File: src/rtl/countdown_timer21bit_if.sv
// countdown_timer21bit_if: command/status bundle between a controller (master)
// and the 21-bit countdown timer (slave).
interface countdown_timer21bit_if #(
  parameter int WIDTH = 21
);
  logic             load;
  logic [WIDTH-1:0] load_val;
  logic             start;
  logic             pause;
  logic             abort;
  logic [WIDTH-1:0] out;
  logic             busy;
  logic             done;

  modport master (
    output load, load_val, start, pause, abort,
    input  out, busy, done
  );

  modport slave (
    input  load, load_val, start, pause, abort,
    output out, busy, done
  );
endinterface

File: src/rtl/countdown_timer21bit.sv
// countdown_timer21bit: loadable down-counter with pause/abort and a one-cycle
// done pulse at terminal count. Optional feature macro:
//   COUNTDOWN_AUTO_RELOAD_EN - at terminal count reload from the reload register
//                              and keep running (periodic done); otherwise one-shot.
module countdown_timer21bit #(
  parameter int WIDTH = 21
) (
  input  logic                  clk,
  input  logic                  reset,
  countdown_timer21bit_if.slave tmr
);

  typedef enum logic [1:0] {
    ST_IDLE  = 2'd0,
    ST_RUN   = 2'd1,
    ST_PAUSE = 2'd2
  } state_e;

  localparam logic [WIDTH-1:0] ONE = WIDTH'(1);

  state_e           state_q, state_d;
  logic [WIDTH-1:0] out_q, out_d;
  logic [WIDTH-1:0] rld_q, rld_d;
  logic             done_q, done_d;
  logic             zdone_q, zdone_d;   // zero-count start waiting to pulse done

  logic [WIDTH-1:0] count_val;
  logic [WIDTH-1:0] reload_val;
  logic             start_ok;
  logic             zero_start;
  logic             terminal;

  // A start takes the value being loaded in the same cycle, else the held count.
  assign count_val  = tmr.load ? tmr.load_val : out_q;
  assign start_ok   = (state_q == ST_IDLE) && tmr.start && !tmr.abort;
  assign zero_start = start_ok && (count_val == '0);
  assign terminal   = (state_q == ST_RUN) && !tmr.pause && !tmr.abort && (out_q == ONE);

`ifdef COUNTDOWN_AUTO_RELOAD_EN
  // The reload register as it stood before this edge, so a load during RUN
  // only affects the period after the current one.
  assign reload_val = rld_q;
`else
  assign reload_val = '0;
`endif

  // State register.
  always_ff @(posedge clk or negedge reset) begin
    // NOTE: sequential state is written with non-blocking assignments only, so
    // every register samples the pre-edge values of its neighbours.
    if (!reset) begin
      state_q <= ST_IDLE;
    end else begin
      state_q <= state_d;
    end
  end

  // Next-state logic: abort wins, then start, then run/pause/terminal moves.
  always_comb begin
    // NOTE: every signal assigned in a combinational block gets a default
    // first; a missing branch would otherwise infer a latch.
    state_d = state_q;
    if (tmr.abort) begin
      state_d = ST_IDLE;
    end else begin
      unique case (state_q)
        ST_IDLE: begin
          if (start_ok && (count_val != '0)) state_d = ST_RUN;
        end
        ST_RUN: begin
          if (tmr.pause) begin
            state_d = ST_PAUSE;
          end else if (terminal) begin
            state_d = (reload_val != '0) ? ST_RUN : ST_IDLE;
          end
        end
        ST_PAUSE: begin
          if (!tmr.pause) state_d = ST_RUN;
        end
        default: state_d = ST_IDLE;
      endcase
    end
  end

  // Output logic: busy follows the state register directly.
  always_comb begin
    tmr.busy = (state_q == ST_RUN) || (state_q == ST_PAUSE);
    tmr.out  = out_q;
    tmr.done = done_q;
  end

  // Datapath next values: count, reload register and done pulse.
  always_comb begin
    out_d   = out_q;
    rld_d   = rld_q;
    done_d  = zdone_q;
    zdone_d = zero_start;
    if (tmr.abort) begin
      // Abort clears the count and suppresses any done; rld and load are untouched.
      out_d  = '0;
      done_d = 1'b0;
    end else begin
      if (tmr.load) rld_d = tmr.load_val;
      unique case (state_q)
        ST_IDLE: begin
          if (tmr.load) out_d = tmr.load_val;
        end
        ST_RUN: begin
          if (!tmr.pause) begin
            if (out_q > ONE) begin
              out_d = out_q - ONE;
            end else if (terminal) begin
              out_d  = reload_val;
              done_d = 1'b1;
            end
          end
        end
        default: ;
      endcase
    end
  end

  // Datapath registers.
  always_ff @(posedge clk or negedge reset) begin
    if (!reset) begin
      out_q   <= '0;
      rld_q   <= '0;
      done_q  <= 1'b0;
      zdone_q <= 1'b0;
    end else begin
      out_q   <= out_d;
      rld_q   <= rld_d;
      done_q  <= done_d;
      zdone_q <= zdone_d;
    end
  end

endmodule

File: src/flat_wrapper.sv
// flat-port wrapper written by rule: the top's interface ports become plain ports
module countdown_timer21bit_flat 
#(
  parameter int WIDTH = 21
)
  (clk, reset, tmr_load, tmr_load_val, tmr_start, tmr_pause, tmr_abort, tmr_out, tmr_busy, tmr_done);
  countdown_timer21bit_if #(.WIDTH(WIDTH)) tmr_i ();
  input  logic clk;
  input  logic reset;
  input wire logic [$bits(tmr_i.load)-1:0] tmr_load;
  input wire logic [$bits(tmr_i.load_val)-1:0] tmr_load_val;
  input wire logic [$bits(tmr_i.start)-1:0] tmr_start;
  input wire logic [$bits(tmr_i.pause)-1:0] tmr_pause;
  input wire logic [$bits(tmr_i.abort)-1:0] tmr_abort;
  output wire logic [$bits(tmr_i.out)-1:0] tmr_out;
  output wire logic [$bits(tmr_i.busy)-1:0] tmr_busy;
  output wire logic [$bits(tmr_i.done)-1:0] tmr_done;
  assign tmr_i.load = tmr_load;
  assign tmr_i.load_val = tmr_load_val;
  assign tmr_i.start = tmr_start;
  assign tmr_i.pause = tmr_pause;
  assign tmr_i.abort = tmr_abort;
  assign tmr_out = tmr_i.out;
  assign tmr_busy = tmr_i.busy;
  assign tmr_done = tmr_i.done;
  countdown_timer21bit #(.WIDTH(WIDTH)) u_core (.clk(clk), .reset(reset), .tmr(tmr_i));
endmodule
File: config.mk
export PLATFORM = sky130hd
export DESIGN_NAME = countdown_timer21bit_flat
export DESIGN_NICKNAME = d
export VERILOG_FILES = /design/src/rtl/countdown_timer21bit_if.sv /design/src/rtl/countdown_timer21bit.sv /design/src/flat_wrapper.sv
export SDC_FILE = /design/constraint.sdc
export NUM_CORES = 1
export LEC_CHECK = 0
export ABC_AREA = 1
export BUFFER_PORTS_ARGS = -buffer_cell sky130_fd_sc_hd__buf_2
export CAP_MARGIN = 0
export CORE_MARGIN = 3
export CORE_UTILIZATION = 25
export DETAILED_ROUTE_END_ITERATION = 16
export GPL_TIMING_DRIVEN = 1
export HOLD_SLACK_MARGIN = 0.03
export PLACE_DENSITY_LB_ADDON = 0.15
export SYNTH_ARGS = -nofsm -noshare
export SYNTH_HDL_FRONTEND = slang
export SYNTH_SLANG_ARGS = --single-unit
File: constraint.sdc
create_clock -name clk -period 2.8 [get_ports clk]
set_clock_uncertainty 0.05 [all_clocks]
set_input_delay 0.56 -clock clk [delete_from_list [all_inputs] [get_ports clk]]
set_output_delay 0.56 -clock clk [all_outputs]
set_load 0.005 [all_outputs]
# After elaboration in Yosys (flattened, before gate mapping)
# Cells that the tools add are included.
[word_totals]
reg_bits = 25
input_bits = 27
out_inout_bits = 23
wordCells = 47
[classes]
add_sub_neg = 1
order_cmp = 1
eq_ne = 8
muxes = 17
n_reduce_logical = 16
[op_table]
columns = ["operator", "count"]
rows = [
  ["21-bit two-way mux", 5],
  ["21-bit case mux with 2 select lines", 1],
  ["21-bit by 1-bit equality test with 1-bit output, second input constant", 1],
  ["21-bit by 1-bit > comparator with 1-bit output, second input constant", 1],
  ["21-bit zero test", 1],
  ["21-bit nonzero test", 1],
  ["21-bit by 1-bit subtractor with 21-bit output, second input constant", 1],
  ["2-bit two-way mux", 5],
  ["3-bit != test, second input constant", 3],
  ["4-bit by 3-bit != test with 1-bit output, second input constant", 2],
  ["1-bit logical AND", 7],
  ["2-bit case mux with 3 select lines", 1],
  ["3-bit AND reduction", 2],
  ["1-bit two-way mux", 5],
  ["3-bit nonzero test", 1],
  ["2-bit by 1-bit equality test with 1-bit output, second input constant", 1],
  ["2-bit equality test, second input constant", 1],
  ["1-bit zero test", 2],
  ["2-bit zero test", 1],
  ["1-bit logical OR", 1],
]

# Depth between registers and ports, before layout
[logic_depth]
ltp_word = 9
depth_mapped = 13
ltp_nobuf = 12

# Least setup slack after synthesis
# OpenSTA, ideal clock, no wires.
[synth_timing]
kind = "register to register"
start = "register u_core.state_q[1]"
end = "register u_core.out_q[18], in the netlist u_core.tmr.out[18]"
setup_time_ns = 0.065
arrival_time_ns = 1.737
required_ns = 2.685
path_slack_ns = 0.948
path_stages_with_launch = 13
path_buffers = 2
synth_period_minus_slack_ns = 1.852
path_cell_list = "dfrtp_1 > inv_1 > ha_1 > clkbuf_2 > inv_1 > nor3_1 > nand4_1 > nand2_1 > nor2_2 > nor2_4 > buf_6 > nand3_1 > nand2_1"
[synth_between]
elab_chain_len = 6
elab_cells_between_ends = 11
classes_between = "eq/ne: 3; mux: 2; reduce/logical: 6"
[synth_rtl]
columns = ["element", "line", "source"]
rows = [
  ["start: declaration", "countdown_timer21bit.sv:21", "state_e state_q, state_d;"],
  ["start signal: assignment", "countdown_timer21bit.sv:54", "state_q <= state_d;"],
  ["2-bit by 1-bit equality test with 1-bit output", "countdown_timer21bit.sv:37, countdown_timer21bit.sv:104", ""],
  ["1-bit logical AND (3 in series)", "countdown_timer21bit.sv:37", "assign terminal = (state_q == ST_RUN) && !tmr.pause && !tmr.abort && (out_q == ONE);"],
  ["4-bit by 3-bit != test with 1-bit output (no source line)", "--", ""],
  ["3-bit AND reduction (no source line)", "--", ""],
  ["end signal: assignment", "countdown_timer21bit.sv:131", "out_q <= out_d;"],
  ["end: declaration", "countdown_timer21bit.sv:22", "logic [WIDTH-1:0] out_q, out_d;"],
]
# Several ways; a longest one is shown, not always the timed one.
# A chain may end at the register's enable or synchronous reset.

# Final worst setup path
[layout_timing]
start = "register u_core.out_q[7], in the netlist u_core.tmr.out[7]"
end = "register u_core.out_q[13], in the netlist u_core.tmr.out[13]"
[layout_between]
elab_chain_len = 5
elab_cells_between_ends = 10
classes_between = "add/sub: 1; order compare: 1; eq/ne: 2; mux: 4; reduce/logical: 2"
[layout_rtl]
columns = ["element", "line", "source"]
rows = [
  ["21-bit by 1-bit subtractor with 21-bit output or 21-bit by 1-bit > comparator with 1-bit output (tied branches)", "countdown_timer21bit.sv:111, countdown_timer21bit.sv:110", ""],
  ["21-bit two-way mux", "countdown_timer21bit.sv:110", "if (out_q > ONE) begin"],
  ["21-bit two-way mux", "countdown_timer21bit.sv:109", "if (!tmr.pause) begin"],
  ["21-bit case mux with 2 select lines", "countdown_timer21bit.sv:104", "unique case (state_q)"],
  ["21-bit two-way mux", "countdown_timer21bit.sv:98", "if (tmr.abort) begin"],
]
# Several ways; a longest one is shown, not always the timed one. The select of a mux whose other input is x is not followed.

==> flow_summary.ini <==
[outcome]
status = finished, final reports clean

[yosys]
synthTopCellsByArea = nand2_1, dfrtp_1, nor2_1
yosys.area.top_type_share = 0.277
synth_top_cell_by_area = nand2_1
synthCells = 416
synth-seq-cells = 25
syn_area_um2 = 2440
syn_avg_cell_area_um2 = 5.86
synthDistinctLibCells = 29
synth_nets = 449
yosysWarnings = 0
seq_area_frac_synth = 0.257

[critical_path]
crit_type = reg2reg
arrival_ps = 2390
worst_setup_path_start_kind = flip-flop
r2r_cells = 9
required_ps = 2980
reg2reg_slack_ps = 590
crit_top_cell = nand2_1
worstReg2RegEnd = u_core.tmr.out[13]
r2r_start = u_core.tmr.out[7]
max_stage_delay_ps = 480
critPathMaxFanout = 16
path_cells = nor2_1 > nand2_1 > nor2_1 > nand4_1 > nand2_1 > nor2_2 > nor2_4 > nand3_1 > nand2_1
endpoint_kind = flip-flop
slowest_stage = dfrtp_1

[timing]
finalCritPeriodShare = 0.789
rsz0062_at_grt = false
setup-tns-final_ps = 0
fin_crit_ps = 2210
slew_violations = 0
hold_viol_final = 0
slew_headroom = 0.598
max_freq_mhz = 453
finalSetupViolCount = 0
worstMarginPinSlew_ps = 604

[global_route]
gr-total-overflow = 0
grt_pass1_vias = 2603
antenna_found_initial = 0
grt_usage = 0.154
grt_max_degree = 27
grt_pass1_wl_mm = 13.7

[drt]
wl_per_cell_um = 13.9
wl_mm = 8.20
drc = 0
vias = 2726
first_iter_violations = 128
via_per_inst = 4.62
postRouteAntennaNets = 0
dr.pass1.iters = 4

[die]
core_area_um2 = 9370
floorplan.initialDensity = 0.260
io_pins = 50
die_area_um2 = 11000
rows = 35
dieWidth_um = 105
die_h_um = 105

[flow_run]
cap_violations = 0

[cells_and_area]
num-fill-cells = 1065
area_delta_synth_final_pct = 16.9
ff_latch_area_um2 = 626
num_antenna_cells = 0
nNetsFinal = 495
multi_input_area_um2 = 1600
drive_gt1_frac = 0.174

[placement]
globalplace.congestion = 0.868
post-dp-hpwl_mm = 6.30
io_buffers = 49

[clock_network]
cts_setup_buffers = 0
cts.sinks = 25
htreeDepth = 1
cts_tree = done
clk_pin_slew_ps = 100
cts_buffers = 3
clock_latency_ps = 280
post_cts_resized = 0
ctsLongestPathBuffers = 2
clock_tree.root_cell = clkbuf_8
holdBufCountCts = 0

[power_and_ir_drop]
p_leak_nw = 1.57
peakVddDrop_uv = 324
power.density_nw_per_um2 = 1140
totalPowerFinal_mw = 3.25

[hold_path]
hold_path_class = in2async
[sequential cells by signal, summed over array words and instances, names as in the netlist]
register and cells:
u_core.tmr.done 1, u_core.zdone_q 1, u_core.state_q 2, u_core.tmr.out 21
[Yosys cell counts]
library cell / n
buf_2: 4
dfrtp_1: 25
or2_2: 2
nand2_1: 180
nor2_4: 4
xnor2_1: 1
a32oi_1: 1
nand3_4: 1
nor2_2: 7
o21ai_1: 1
inv_2: 2
nand2_4: 1
nor2_1: 48
ha_1: 6
inv_1: 35
nand3_2: 2
nor3_1: 2
nand4_1: 5
nand2_2: 1
clkbuf_1: 5
a21oi_1: 9
o21ai_2: 2
o21ai_0: 24
clkbuf_2: 1
xor2_1: 5
o21bai_1: 4
buf_6: 3
nand3_1: 34
o21bai_4: 1
[routing by layer]
| metal | global-route usage | up-vias | share of wire | wire length (µm) |
|---|---|---|---|---|
| li1 | - | 1410 | - | - |
| met3 | 0.0284 | 2 | 0.058 | 477 |
| met1 | 0.222 | 1249 | 0.50 | 4060 |
| met4 | 0.0197 | 0 | 0.0044 | 36 |
| met2 | 0.247 | 65 | 0.44 | 3630 |
| met5 | 0 | - | 0 | 0 |
[cell usage in the layout, fill, tap and decap left out, types with 2 or more instances in the layout]
master,count
xor2_1,5
nand2_1,180
nor2_1,48
a21oi_1,9
inv_1,35
inv_2,2
clkbuf_8,3
o21bai_1,4
ha_1,6
nand4_1,5
or2_2,2
o21ai_0,24
nand3_2,2
buf_2,49
nor2_4,4
nor2_2,7
nor3_1,2
o21ai_2,2
buf_4,5
dfrtp_1,25
nand3_1,34
[through the flow]
stage          instances  hold slack (ps)  setup slack (ps)  area (µm²)  utilization
6_report             590              222               591        2850        0.304
3_5_place_dp         586              441               511        2810        0.299
5_1_grt              590              278               365        2850        0.304
3_3_place_gp         586              444               584        2810        0.299
4_1_cts              590              248               600        2850        0.304
2_1_floorplan        416              214               948        2440            -
[worst max path at each step]
stage,startpoint,to,slack (ps),cells past startpoint
after floorplan,u_core.state_q[1],u_core.tmr.out[18],950,12
after global placement,tmr_load,u_core.state_q[1],580,11
after detailed placement,tmr_load,u_core.state_q[0],510,10
after CTS,u_core.tmr.out[7],u_core.tmr.out[13],600,9
after global routing,u_core.tmr.out[7],u_core.tmr.out[13],360,9
final,u_core.tmr.out[7],u_core.tmr.out[13],590,9
[report_power, final]
| part | switching (mW) | internal (mW) |
|---|---|---|
| Sequential | 0.271 | 0.502 |
| Combinational | 1.46 | 0.770 |
| Clock | 0.138 | 0.102 |
[cell families after synthesis]
kind of cell,Yosys count,share of synthesized area
AND/OR/NAND/NOR,287,0.502
buffers and inverters,50,0.0888
AO/OA/AOI/OAI,42,0.101
flip-flops,25,0.257
XOR/XNOR,6,0.0215
adder cells (fa/ha/maj),6,0.0308
[critical path, delay by kind of cell (launching register included)]
family           cells  cell delay [ps]
DFF                  1              480
and+or+nand+nor      9             1620
[area by class of cell]
| type | count | share of cell area |
|---|---|---|
| Multi-Input combinational cell | 341 | 0.560 |
| Sequential cell | 25 | 0.219 |
| Timing Repair Buffer | 54 | 0.0992 |
| Tap cell | 129 | 0.0566 |
| Inverter | 37 | 0.0487 |
| Clock buffer | 4 | 0.0158 |
Power figures use the tool's default switching activity.
